`src/rtl/control_cmd_dispatch_pkg.sv`:
```
// Shared constants for the control command path: default handler count,
// opcode table and mid-command timeout.
package params;
  localparam int NUM_HANDLERS      = 4;
  localparam logic [7:0] WDOG_OPCODE = 8'h57;
  // Byte i is the opcode for handler i; the watchdog sits at handler 0.
  localparam logic [NUM_HANDLERS*8-1:0] CMD_OPCODES = {8'h44, 8'h43, 8'h42, WDOG_OPCODE};
  localparam int CMD_TIMEOUT_TICKS = 8;
endpackage

```
`src/rtl/control_cmd_dispatch_decode.sv`:
```
// Combinational priority match of one byte against the opcode table;
// the lowest matching handler index wins.
module control_cmd_decode #(
  parameter int NUM_HANDLERS = params::NUM_HANDLERS,
  parameter logic [NUM_HANDLERS*8-1:0] CMD_OPCODES = params::CMD_OPCODES
) (
  input  logic [7:0]                      byte_i,
  output logic                            hit_o,
  output logic [$clog2(NUM_HANDLERS)-1:0] index_o
);
  localparam int IDX_W = $clog2(NUM_HANDLERS);

  // Scan from the top down so the lowest index overwrites any higher match.
  always_comb begin
    hit_o   = 1'b0;
    index_o = '0;
    for (int i = NUM_HANDLERS - 1; i >= 0; i--) begin
      if (CMD_OPCODES[i*8 +: 8] == byte_i) begin
        hit_o   = 1'b1;
        index_o = IDX_W'(i);
      end
    end
  end
endmodule

```
`src/rtl/control_cmd_dispatch.sv`:
```
// Opcode-driven router: forwards command payload bytes to one handler until
// it reports done, aborting handlers that stall mid-command.
module control_cmd_dispatch #(
  parameter int NUM_HANDLERS = params::NUM_HANDLERS,
  parameter logic [NUM_HANDLERS*8-1:0] CMD_OPCODES = params::CMD_OPCODES,
  parameter int CMD_TIMEOUT_TICKS = params::CMD_TIMEOUT_TICKS
) (
  input  logic                            clk,
  input  logic                            reset,
  input  logic [7:0]                      data_in,
  input  logic                            data_valid,
  input  logic [NUM_HANDLERS-1:0]         handler_done,
  output logic [7:0]                      data_out,
  output logic [NUM_HANDLERS-1:0]         handler_enable,
  output logic [NUM_HANDLERS-1:0]         handler_abort,
  output logic                            busy,
  output logic [$clog2(NUM_HANDLERS)-1:0] active_sel,
  output logic                            unknown_cmd,
  output logic                            timeout_err
);
  localparam int SEL_W = $clog2(NUM_HANDLERS);
  localparam int CNT_W = $clog2(CMD_TIMEOUT_TICKS + 1);
  localparam logic [CNT_W-1:0] CNT_LOAD = CNT_W'(CMD_TIMEOUT_TICKS);

  typedef enum logic {S_IDLE, S_ROUTE} ctrl_dispatch_fsm_t;

  ctrl_dispatch_fsm_t        state_q, state_d;
  logic [CNT_W-1:0]          cnt_q, cnt_d;
  logic [SEL_W-1:0]          sel_q, sel_d;
  logic [7:0]                data_q, data_d;
  logic [NUM_HANDLERS-1:0]   en_q, en_d, abort_q, abort_d;
  logic                      busy_q, busy_d, unk_q, unk_d, tmo_q, tmo_d;
  logic                      hit;
  logic [SEL_W-1:0]          hit_idx;
  logic                      sel_done;

  control_cmd_decode #(
    .NUM_HANDLERS (NUM_HANDLERS),
    .CMD_OPCODES  (CMD_OPCODES)
  ) u_decode (
    .byte_i  (data_in),
    .hit_o   (hit),
    .index_o (hit_idx)
  );

  assign sel_done = handler_done[sel_q];

  always_comb begin
    state_d = state_q;
    cnt_d   = cnt_q;
    sel_d   = sel_q;
    data_d  = data_q;
    busy_d  = busy_q;
    en_d    = '0;
    abort_d = '0;
    unk_d   = 1'b0;
    tmo_d   = 1'b0;
    if (state_q == S_ROUTE && !sel_done) begin
      // A byte always beats an expiring counter.
      if (data_valid) begin
        data_d = data_in;
        en_d   = NUM_HANDLERS'(1) << sel_q;
        cnt_d  = CNT_LOAD;
      end else if (cnt_q == '0) begin
        abort_d = NUM_HANDLERS'(1) << sel_q;
        tmo_d   = 1'b1;
        busy_d  = 1'b0;
        state_d = S_IDLE;
      end else begin
        cnt_d = cnt_q - CNT_W'(1);
      end
    end else begin
      // Idle, or the routed handler just finished: the incoming byte is an opcode.
      if (state_q == S_ROUTE) begin
        busy_d  = 1'b0;
        state_d = S_IDLE;
      end
      if (data_valid) begin
        if (hit) begin
          sel_d   = hit_idx;
          busy_d  = 1'b1;
          cnt_d   = CNT_LOAD;
          state_d = S_ROUTE;
        end else begin
          unk_d = 1'b1;
        end
      end
    end
  end

  always_ff @(posedge clk) begin
    if (!reset) begin
      state_q <= S_IDLE;
      cnt_q   <= CNT_LOAD;
      sel_q   <= '0;
      data_q  <= '0;
      busy_q  <= 1'b0;
      en_q    <= '0;
      abort_q <= '0;
      unk_q   <= 1'b0;
      tmo_q   <= 1'b0;
    end else begin
      state_q <= state_d;
      cnt_q   <= cnt_d;
      sel_q   <= sel_d;
      data_q  <= data_d;
      busy_q  <= busy_d;
      en_q    <= en_d;
      abort_q <= abort_d;
      unk_q   <= unk_d;
      tmo_q   <= tmo_d;
    end
  end

  assign data_out       = data_q;
  assign handler_enable = en_q;
  assign handler_abort  = abort_q;
  assign busy           = busy_q;
  assign active_sel     = sel_q;
  assign unknown_cmd    = unk_q;
  assign timeout_err    = tmo_q;
endmodule

```
`config.mk`:
```
export PLATFORM = sky130hd
export DESIGN_NAME = control_cmd_dispatch
export DESIGN_NICKNAME = d
export VERILOG_FILES = /design/src/rtl/control_cmd_dispatch_pkg.sv /design/src/rtl/control_cmd_dispatch_decode.sv /design/src/rtl/control_cmd_dispatch.sv
export SDC_FILE = /design/constraint.sdc
export NUM_CORES = 1
export LEC_CHECK = 0
export ABC_CLOCK_PERIOD_IN_PS = 1800
export CORE_UTILIZATION = 28
export CTS_CLUSTER_SIZE = 16
export DETAILED_ROUTE_END_ITERATION = 10
export SYNTH_ARGS = -nofsm -noshare
export SYNTH_HDL_FRONTEND = slang
export SYNTH_SLANG_ARGS = --single-unit
```
`constraint.sdc`:
```
create_clock -name clk -period 1.8 [get_ports clk]
set_clock_uncertainty 0.2 [all_clocks]
set_input_delay 0.36 -clock clk [delete_from_list [all_inputs] [get_ports clk]]
set_output_delay 0.36 -clock clk [all_outputs]
set_load 0.02 [all_outputs]
```
==> flow_summary.ini <==
[outcome]
status = complete, but fails checks
violations = setup timing

[placed_design]
port_buffers = 35
pre_cts_ws_ns = -0.5460
dpl.hpwl_um = 2108
gp_congestion = 0.7398

[power]
cellPowerDensity_mw_per_mm2 = 594.5
irDropWorstVdd_mv = 0.2231
p_leak_uw = 0.0007779

[drt]
first_pass_iters = 4
dr_total_vias = 1099
avgRoutedWirePerCell_um = 13.23
vias_per_cell = 4.950
first_iter_violations = 62
final_antenna_net_count = 0
drcViolationCount = 0
finalWirelength_um = 2937

[synth]
synth.most_common_cell = dfxtp_1
synth-edff-count = 0
ys_ff_latch = 26
synthTopCellsByCount = 26 x dfxtp_1, 12 x nand3_1, 11 x a21oi_1
ys.flop_type = dfxtp_1
avgSynthCellArea_um2 = 8.758
synth_xor_area_share_pct = 0.8000
synth_top_family_by_area = simple AND/OR/NAND/NOR gates
yosys_warnings = 0
synth.top_cell.area_share_pct = 47.54
yosys.area_share.simple_pct = 23.77
synthAdderAreaFrac_pct = 1.143
synth-async-reset-ratio_pct = 0
syn_nets = 141
yosysUniqueCellTypes = 35
syn_inst = 125
synthMuxAreaShare_pct = 2.400
netlist_area_mm2 = 0.001095
synth.area.top_cells = dfxtp_1 48%, nand3_1 5.5%, a21oi_1 5.0%
yosysTopAreaCell = dfxtp_1
seq_area_frac_synth_pct = 47.54
synth-compound-area-share_pct = 19.66

[global_route]
grt_max_degree = 15
grt_first_pass_wirelength_um = 4802
busiest_layer = met2
grtUsageMet2_pct = 26.45
grt_use_met1_pct = 17.85
grt_usage_pct = 14.28
antenna_found_initial = 0
use_met3_pct = 1.937
grt_pass1_vias = 1101
gr-total-overflow = 0

[clock_network]
clk_path_buf_depth = 2
cts_max_level = 1
hold_buffers = 0
cts_root_buf = clkbuf_8
cts.sinks = 26
worstSkewPairLatency_ns = 0.26
path_clk_slew_ns = 0.08
cts_tree = yes
cts_buffers = 3

[final_layout]
fill_cells = 378
syn2layout_area_growth_pct = 61.37
diodes = 0
final_nets = 191
layout-drive-gt1-share_pct = 21.26
fin_util_pct = 47.54

[critical_path]
r2r_setup_slack_ns = 0
crit_type = in2reg
path_max_fanout = 8
critPathMaxStageDelay_ns = 0.40
cp_slowest_cell = clkdlybuf4s50_1
cp.arrival_ns = 1.78
worstPathCellList = clkdlybuf4s50_1, mux2_4, o22a_4, buf_4, o21ai_0, a21oi_2
required_ns = 1.75
cp-end-kind = register
cp-start-kind = primary input

[sta]
fin_crit_ns = 1.829
finalSetupViolations = 1
hold_viol_final = 0
fin_crit_sh_pct = 101.6
tightest_slew_ns = 0.3640
tns_ns = -0.02850
fmax_ghz = 0.5469
rsz0062_at_grt = true
max_slew_margin_pct = 75.63
drv_slew = 0
setup_ws_ns = -0.02850

[floorplan]
die_y_um = 64.53
rows = 22
initial_core_util_pct = 29.46
dieArea_mm2 = 0.004164
ioPinCount = 36
fp.dieW_um = 64.53
core-area_mm2 = 0.003716

[job]
cap_violations = 0

[min_path]
hp-class = in2reg
-- power breakdown --
group	internal (uW)	switching [uW]
Clock	195	168
Sequential	577	1.13
Combinational	55.7	53.8
Total	827	223
-- flip-flops by register name, indices dropped and copies added (netlist names) --
| name | cells |
|---|---|
| cnt_q | 4 |
| handler_abort | 4 |
| data_out | 8 |
| active_sel | 2 |
| unknown_cmd | 1 |
| handler_enable | 4 |
| timeout_err | 1 |
| busy | 1 |
| state_q | 1 |
-- final timing paths --
path,to,start,cells past startpoint
setup / recovery,data_out[5],handler_done[0],6
hold / removal,data_out[3],data_in[3],3
setup reg to reg,data_out[5],active_sel[1],5
hold reg to reg,data_out[6],data_out[6],2
-- per-stage QoR --
| step | power [uW] | cells | instance area [um2] | hold WS (ns) |
|---|---|---|---|---|
| global placement | 690.2 | 217 | 1594 | 0.2647 |
| floorplan | 625.6 | 125 | 1096 | 0.2611 |
| global route | 1107 | 222 | 1767 | 0.2459 |
| CTS | 1056 | 221 | 1680 | 0.2832 |
| finish | 1050 | 222 | 1767 | 0.2424 |
| detailed placement | 692.6 | 217 | 1594 | 0.2680 |
-- worst max-delay path: cells and delay by family --
kind	cells	cell delay [ns]
buffers and inverters	2	0.57
AO/OA/AOI/OAI	3	0.55
multiplexers	1	0.30
-- per-layer routing --
metal / vias to the layer above / share of wire, %
met5: - / 0
met4: 0 / 0
met3: 0 / 4.9
met2: 32 / 50
met1: 517 / 45
li1: 550 / -
-- layout by cell type, fill, tap and decap left out, drive strengths merged, types with 2 or more instances in the layout --
master / n
dfxtp: 26
nor2: 8
clkbuf: 4
nand2b: 3
dlymetal6s2s: 9
or4: 2
a21oi: 11
o22ai: 2
inv: 7
a211o: 2
dlygate4sd2: 8
o21ai: 10
nand2: 8
clkdlybuf4s50: 18
nand3: 12
and2: 2
buf: 16
o31ai: 3
mux2: 2
nor4b: 3
nor3: 4
-- timing repair --
action                     4_1_cts  5_1_grt
pin swaps                        4        5
hold endpoints to repair         0        0
setup endpoints to repair       13       25
gates resized for setup         16       23
setup buffers                    0        1
-- layout make-up --
type,instances,area (um2),area share (%)
inverters,7,26.28,1.487
repair buffers,51,494.2,27.97
clock buffers,4,55.05,3.116
flip-flops and latches,26,521.8,29.53
multi-input cells,86,609.3,34.49
well taps,48,60.06,3.399
-- cells by family after synthesis --
| group | after synthesis |
|---|---|
| AOI/OAI and AO/OA | 34 |
| buffers and inverters | 13 |
| DFF | 26 |
| adders and majority gates | 1 |
| and+or+nand+nor | 48 |
| muxes | 2 |
| xor gates and xnor gates | 1 |
Note: power is estimated with default switching activity, not from simulation.
